## src/rtl/uart_tx_sched.sv

```systemverilog
// uart_tx_sched: round-robin byte scheduler feeding a UART transmitter.
// Owns the baud tick generator, picks one requester per transmission,
// hands the byte to the transmitter and watches for a stalled transfer.
module uart_tx_sched #(
  parameter int NUM_REQ   = 4,
  parameter int DIV_W     = 16,
  parameter int TMO_TICKS = 12
) (
  input  logic                       clk,
  input  logic                       rst,
  input  logic [NUM_REQ-1:0]         req_valid,
  input  logic [8*NUM_REQ-1:0]       req_data,
  output logic [NUM_REQ-1:0]         req_ready,
  input  logic [DIV_W-1:0]           baud_div,
  output logic                       tx_clk,
  output logic                       tx_enable,
  output logic [7:0]                 tx_byte,
  input  logic                       tx_start,
  input  logic                       tx_done,
  output logic [$clog2(NUM_REQ)-1:0] cur_src,
  output logic                       sched_busy,
  output logic                       tmo_err
);

  localparam int SRC_W = $clog2(NUM_REQ);
  localparam int TMO_W = $clog2(TMO_TICKS + 1);

  typedef enum logic [1:0] {S_IDLE, S_START, S_XFER} state_t;

  state_t             r_state;
  logic [DIV_W-1:0]   r_baud_cnt;
  logic [TMO_W-1:0]   r_tick_cnt;
  logic [SRC_W-1:0]   r_ptr;
  logic [SRC_W-1:0]   r_cur_src;
  logic [7:0]         r_tx_byte;
  logic               r_tx_enable;
  logic               r_tmo_err;

  logic               w_div_small;
  logic               w_reload;
  logic               w_tick;
  logic               w_found;
  logic [SRC_W-1:0]   w_grant;
  logic [SRC_W-1:0]   w_idx;
  logic [7:0]         w_grant_byte;

  // Divisors of 0 and 1 both mean "tick every cycle". Reloading on
  // count >= div-1 also recovers when the divisor is lowered below the
  // current count.
  assign w_div_small = (baud_div <= DIV_W'(1));
  assign w_reload    = w_div_small || (r_baud_cnt >= (baud_div - DIV_W'(1)));
  assign w_tick      = !rst && (w_div_small || (r_baud_cnt == (baud_div - DIV_W'(1))));

  // Free-running baud counter
  always_ff @(posedge clk or posedge rst) begin
    if (rst) begin
      r_baud_cnt <= '0;
    end else if (w_reload) begin
      r_baud_cnt <= '0;
    end else begin
      r_baud_cnt <= r_baud_cnt + DIV_W'(1);
    end
  end

  // Round-robin search: first valid requester above the last one served
  always_comb begin
    w_found = 1'b0;
    w_grant = '0;
    w_idx   = '0;
    for (int k = 1; k <= NUM_REQ; k++) begin
      w_idx = SRC_W'((int'(r_ptr) + k) % NUM_REQ);
      if (!w_found && req_valid[w_idx]) begin
        w_found = 1'b1;
        w_grant = w_idx;
      end
    end
  end

  // Byte lane of the granted requester
  always_comb begin
    w_grant_byte = 8'h00;
    for (int i = 0; i < NUM_REQ; i++) begin
      if (w_grant == SRC_W'(i)) begin
        w_grant_byte = req_data[8*i +: 8];
      end
    end
  end

  // Accept is offered only while idle; held low during reset
  assign req_ready = (!rst && (r_state == S_IDLE) && w_found)
                     ? (NUM_REQ'(1) << w_grant) : '0;

  // Scheduler FSM: grant, request start, wait for done or timeout
  always_ff @(posedge clk or posedge rst) begin
    if (rst) begin
      r_state     <= S_IDLE;
      r_tx_enable <= 1'b0;
      r_tx_byte   <= 8'h00;
      r_cur_src   <= '0;
      r_ptr       <= SRC_W'(NUM_REQ - 1);
      r_tick_cnt  <= '0;
      r_tmo_err   <= 1'b0;
    end else begin
      case (r_state)
        S_IDLE: begin
          if (w_found) begin
            r_tx_byte   <= w_grant_byte;
            r_cur_src   <= w_grant;
            r_tx_enable <= 1'b1;
            r_tick_cnt  <= '0;
            r_state     <= S_START;
          end
        end
        S_START: begin
          if (tx_start) begin
            r_tx_enable <= 1'b0;
            r_tick_cnt  <= '0;
            r_state     <= S_XFER;
          end
        end
        S_XFER: begin
          // A done arriving on the final tick still counts as success
          if (tx_done) begin
            r_ptr   <= r_cur_src;
            r_state <= S_IDLE;
          end else if (w_tick) begin
            if (r_tick_cnt == TMO_W'(TMO_TICKS - 1)) begin
              r_tmo_err <= 1'b1;
              r_ptr     <= r_cur_src;
              r_state   <= S_IDLE;
            end else begin
              r_tick_cnt <= r_tick_cnt + TMO_W'(1);
            end
          end
        end
        default: r_state <= S_IDLE;
      endcase
    end
  end

  assign tx_clk     = w_tick;
  assign tx_enable  = r_tx_enable;
  assign tx_byte    = r_tx_byte;
  assign cur_src    = r_cur_src;
  assign sched_busy = (r_state != S_IDLE);
  assign tmo_err    = r_tmo_err;

endmodule

```

## config.mk

```make
export PLATFORM = sky130hd
export DESIGN_NAME = uart_tx_sched
export DESIGN_NICKNAME = d
export VERILOG_FILES = /design/src/rtl/uart_tx_sched.sv
export SDC_FILE = /design/constraint.sdc
export NUM_CORES = 1
export LEC_CHECK = 0
export ABC_CLOCK_PERIOD_IN_PS = 4290
export CAP_MARGIN = 5
export CORE_MARGIN = 2
export CORE_UTILIZATION = 30
export CTS_CLUSTER_DIAMETER = 80
export DETAILED_ROUTE_END_ITERATION = 16
export PLACE_DENSITY_LB_ADDON = 0.2
export SLEW_MARGIN = 20
export SYNTH_ARGS = -nofsm -noshare
export SYNTH_HDL_FRONTEND = slang
export SYNTH_SLANG_ARGS = --single-unit
```

## constraint.sdc

```tcl
create_clock -name clk -period 4.29 [get_ports clk]
set_clock_uncertainty 0.15 [all_clocks]
set_input_delay 0.858 -clock clk [delete_from_list [all_inputs] [get_ports clk]]
set_output_delay 0.858 -clock clk [all_outputs]
set_load 0.01 [all_outputs]
```

==> metrics.md <==
| Metric | Value |
|---|---|
| Outcome | `finished, final reports clean` |
| Static Leak | `1.880 nW` |
| Clock network latency to the later pin of the worst-skew pair | `just under 0.3 ns` |
| Synth Instances | `335` |
| Length of routed met2 wiring | `3966 um` |
| Clock root buffer master | `clkbuf_8` |
| First-pass GRT wire length | `13610 um` |
| Kind of critical path | `input pin to output pin` |
| Fin. Hold Viols | `0` |
| Die W | `101.4 um` |
| CP top delay family | `simple AND/OR/NAND/NOR gates` |
| EDFF count, synth | `0` |
| Highest Clock Rate | `233.5 MHz` |
| Non-Filler Instances | `593` |
| Die area | `10280 um^2` |
| Tightest hold margin | `0.3498 ns` |
| Placed Area | `4091 um^2` |
| Worst r2r src | `r_baud_cnt[14]` |
| Period utilisation layout | `between 90% and 100%` |
| HP Class | `register to register` |
| Num Clock Sinks | `36` |
| Flops & latches, synth | `36` |
| Power per cell area | `404.9 nW/um^2` |
| Clock Tree Buf Depth | `2` |
| Max-cap violations | `0` |
| Hpwl dp | `6510 um` |
| Antenna Cells | `0` |
| Part of the Yosys area used for sequential elements | `31.74%` |
| Endpoint class of the critical path | `output pin` |
| TritonCTS clock tree | `yes` |
| Met3 routed WL | `approximately 540 um` |
| Min-delay src | `tx_byte[3]` |
| Minimum clock period | `4.283 ns` |
| Worst-Margin Slew | `between 0.4 and 0.5 ns` |
| Largest net degree at the start of global routing | `37` |
| Syn_area_per_cell | `8.497 um^2` |
| Slowest stage delay, CP | `0.54 ns` |
| DR DRC count | `0` |
| Core box area | `just over 9000 um^2` |
| Post-Syn Area | `around 2800 um^2` |
| Antenna violation net count after detailed routing | `0` |
| Most frequent cells in the layout | `64 x clkdlybuf4s50_1, 59 x buf_4, 34 x dfrtp_1` |
| Ys async rst share | `100.0%` |
| Initial Util | `30.81%` |
| 1st-iter DRT viols | `93` |
| Die Y-Extent | `101.4 um` |
| Critical Path Source | `baud_div[10]` |
| Num CTS Buffers | `5` |
| Metal-1 WL | `a little under 4000 um` |
| Crit-path max FO | `2` |
| Yosys top cell area share | `29.89%` |
| CP Cell Sequence | `clkdlybuf4s15_1 -> or4_4 -> buf_6 -> nor3_4 -> nand3_1 -> xor2_1 -> ha_1 -> nand2_2 -> nor4_4 -> a32oi_2 -> nor2_1 -> buf_2` |
| Layout cells sized above 1 | `21.34%` |
| Number of vias per cell | `5.012` |
| Port-buffer cells | `73` |
| Filler cell count | `900` |
| Top routing layer in use | `met4` |
| Placed cells | `about 570` |
| Worst Path Buf+Inv | `3` |
| RSZ-0062 raised after global routing | `true` |
| Vias | `about 3k` |
| Setup TNS | `0 ns` |
| Total power | `0.001764 W` |
| Crit path arrival time | `~3.3 ns` |
| Setup violators final | `0` |
| YS warnings | `0` |
| Yosys cell types | `44` |
| Top cells by area, synth | `dfrtp_1 30%, ha_1 8.8%, mux2i_1 5.6%` |
| Max VDD drop | `0.0002251 V` |
| Synth Net Count | `411` |
| CP max-delay cell | `or4_4` |
| Grt total ovfl | `0` |
| 1st-pass router iterations | `4` |
| DR WL/cell | `14.46 um` |
| Commonest non-fill, non-tap cell in the layout | `clkdlybuf4s50_1` |
| Startpoint Class | `input pin` |
| Worst Path Required | `3.28 ns` |
| I/O Pins | `74` |
| Relative slew slack | `67.30%` |
| Post-CTS Hold Fix Bufs | `0` |
| Initial antenna violation count | `0` |
| Post-synth top area cell | `dfrtp_1` |
| Main synth FF type | `dfrtp_1` |
| Post-layout instance area | `~4400 um^2` |
| Fin nets | `539` |
| Worst-path clk slew | `about 0.070 ns` |
| Pins Over Slew Limit | `0` |
| Htree depth | `2` |
| Area Overhead vs Synth | `53.06%` |
| Core Rows | `35` |
| Final WL | `8573 um` |
| Vias in the first global route | `2860` |
| GP Congestion | `0.8642` |
| Tot GR Track Use | `16.63%` |
==> state kept, by name (all words and copies together), names as in the netlist <==
register	cells
cur_src	2
tmo_err	1
r_state	2
tx_enable	1
r_ptr	2
tx_byte	8
r_tick_cnt	4
r_baud_cnt	16
==> synth_stat cells (all sizes together) (2+ instances only) <==
| library cell | number |
|---|---|
| dfrtp | 34 |
| nand3 | 27 |
| nor3 | 27 |
| nand2 | 26 |
| a21oi | 25 |
| ha | 20 |
| nor2 | 20 |
| mux2i | 16 |
| xnor2 | 15 |
| xor2 | 13 |
| clkbuf | 12 |
| o211ai | 12 |
| o21ai | 11 |
| inv | 10 |
| nand4 | 9 |
| nand2b | 7 |
| nor4 | 7 |
| or3 | 4 |
| or4 | 4 |
| a32oi | 3 |
| and3 | 3 |
| nand3b | 3 |
| nor3b | 3 |
| a211o | 2 |
| a21o | 2 |
| a31oi | 2 |
| and4 | 2 |
| buf | 2 |
| dfstp | 2 |
| nor2b | 2 |
| nor4b | 2 |
==> final cells by class <==
cell class                      count  area (um^2)  area share, %
Clock inverter                      3        18.77         0.4308
Inverter                           10        37.54         0.8616
Sequential cell                    36        903.4          20.74
Multi-Input combinational cell    275         1968          45.18
Timing Repair Buffer              135         1199          27.51
Tap cell                          129        161.4          3.705
Clock buffer                        5        68.82          1.580
==> worst min-delay path, cell delays in order, from the launching register on <==
cell and delay (ns):
dfrtp_1 0.34, nand2_1 0.05, o211ai_1 0.07
==> metrics by stage <==
stage	setup slack, ns	util (%)
2_1_floorplan	0.04105	-
3_3_place_gp	-0.9069	44.28
3_5_place_dp	-0.9798	44.28
4_1_cts	-0.1796	46.08
5_1_grt	-0.07240	47.15
6_report	0.007332	47.15
==> worst paths after layout <==
kind / endpoint / slack (ns) / cells past startpoint
worst max-delay path: tx_clk / 0.007 / 12
worst min-delay path: tx_byte[3] / 0.35 / 2
worst max register to register: r_tick_cnt[1] / 1.84 / 9
worst min register to register: tx_byte[3] / 0.35 / 2
max in group asynchronous: r_ptr[1] / 2.44 / 3
min in group asynchronous: r_tick_cnt[3] / 1.19 / 3
==> where the power goes <==
part / switching (W) / total (W) / internal [W]
registers: 0.000130 / 0.000586 / 0.000456
clock network: 0.000133 / 0.000246 / 0.000113
logic: 0.000452 / 0.000931 / 0.000479
total: 0.000715 / 0.00176 / 0.00105
==> layer usage <==
layer | vias to the layer above | GRT usage [%]
met5 | - | 0
met4 | 0 | 4.990
met3 | 11 | 3.175
met2 | 99 | 26.80
met1 | 1372 | 22.69
li1 | 1490 | -
==> timing repair <==
item / in CTS / in global routing
setup endpoints to repair: 1 / 1
setup buffers: 5 / 6
pin swaps: 15 / 21
gates resized for setup: 34 / 17
==> cell families after synthesis <==
kind of cell | share of synthesized area, %
AND/OR/NAND/NOR | 28.09
AO/OA/AOI/OAI | 13.49
flip-flops | 31.74
XOR/XNOR | 8.616
buffers and inverters | 3.253
adder cells (fa/ha/maj) | 8.791
multiplexers | 6.022
(Power assumes the default switching activity.)
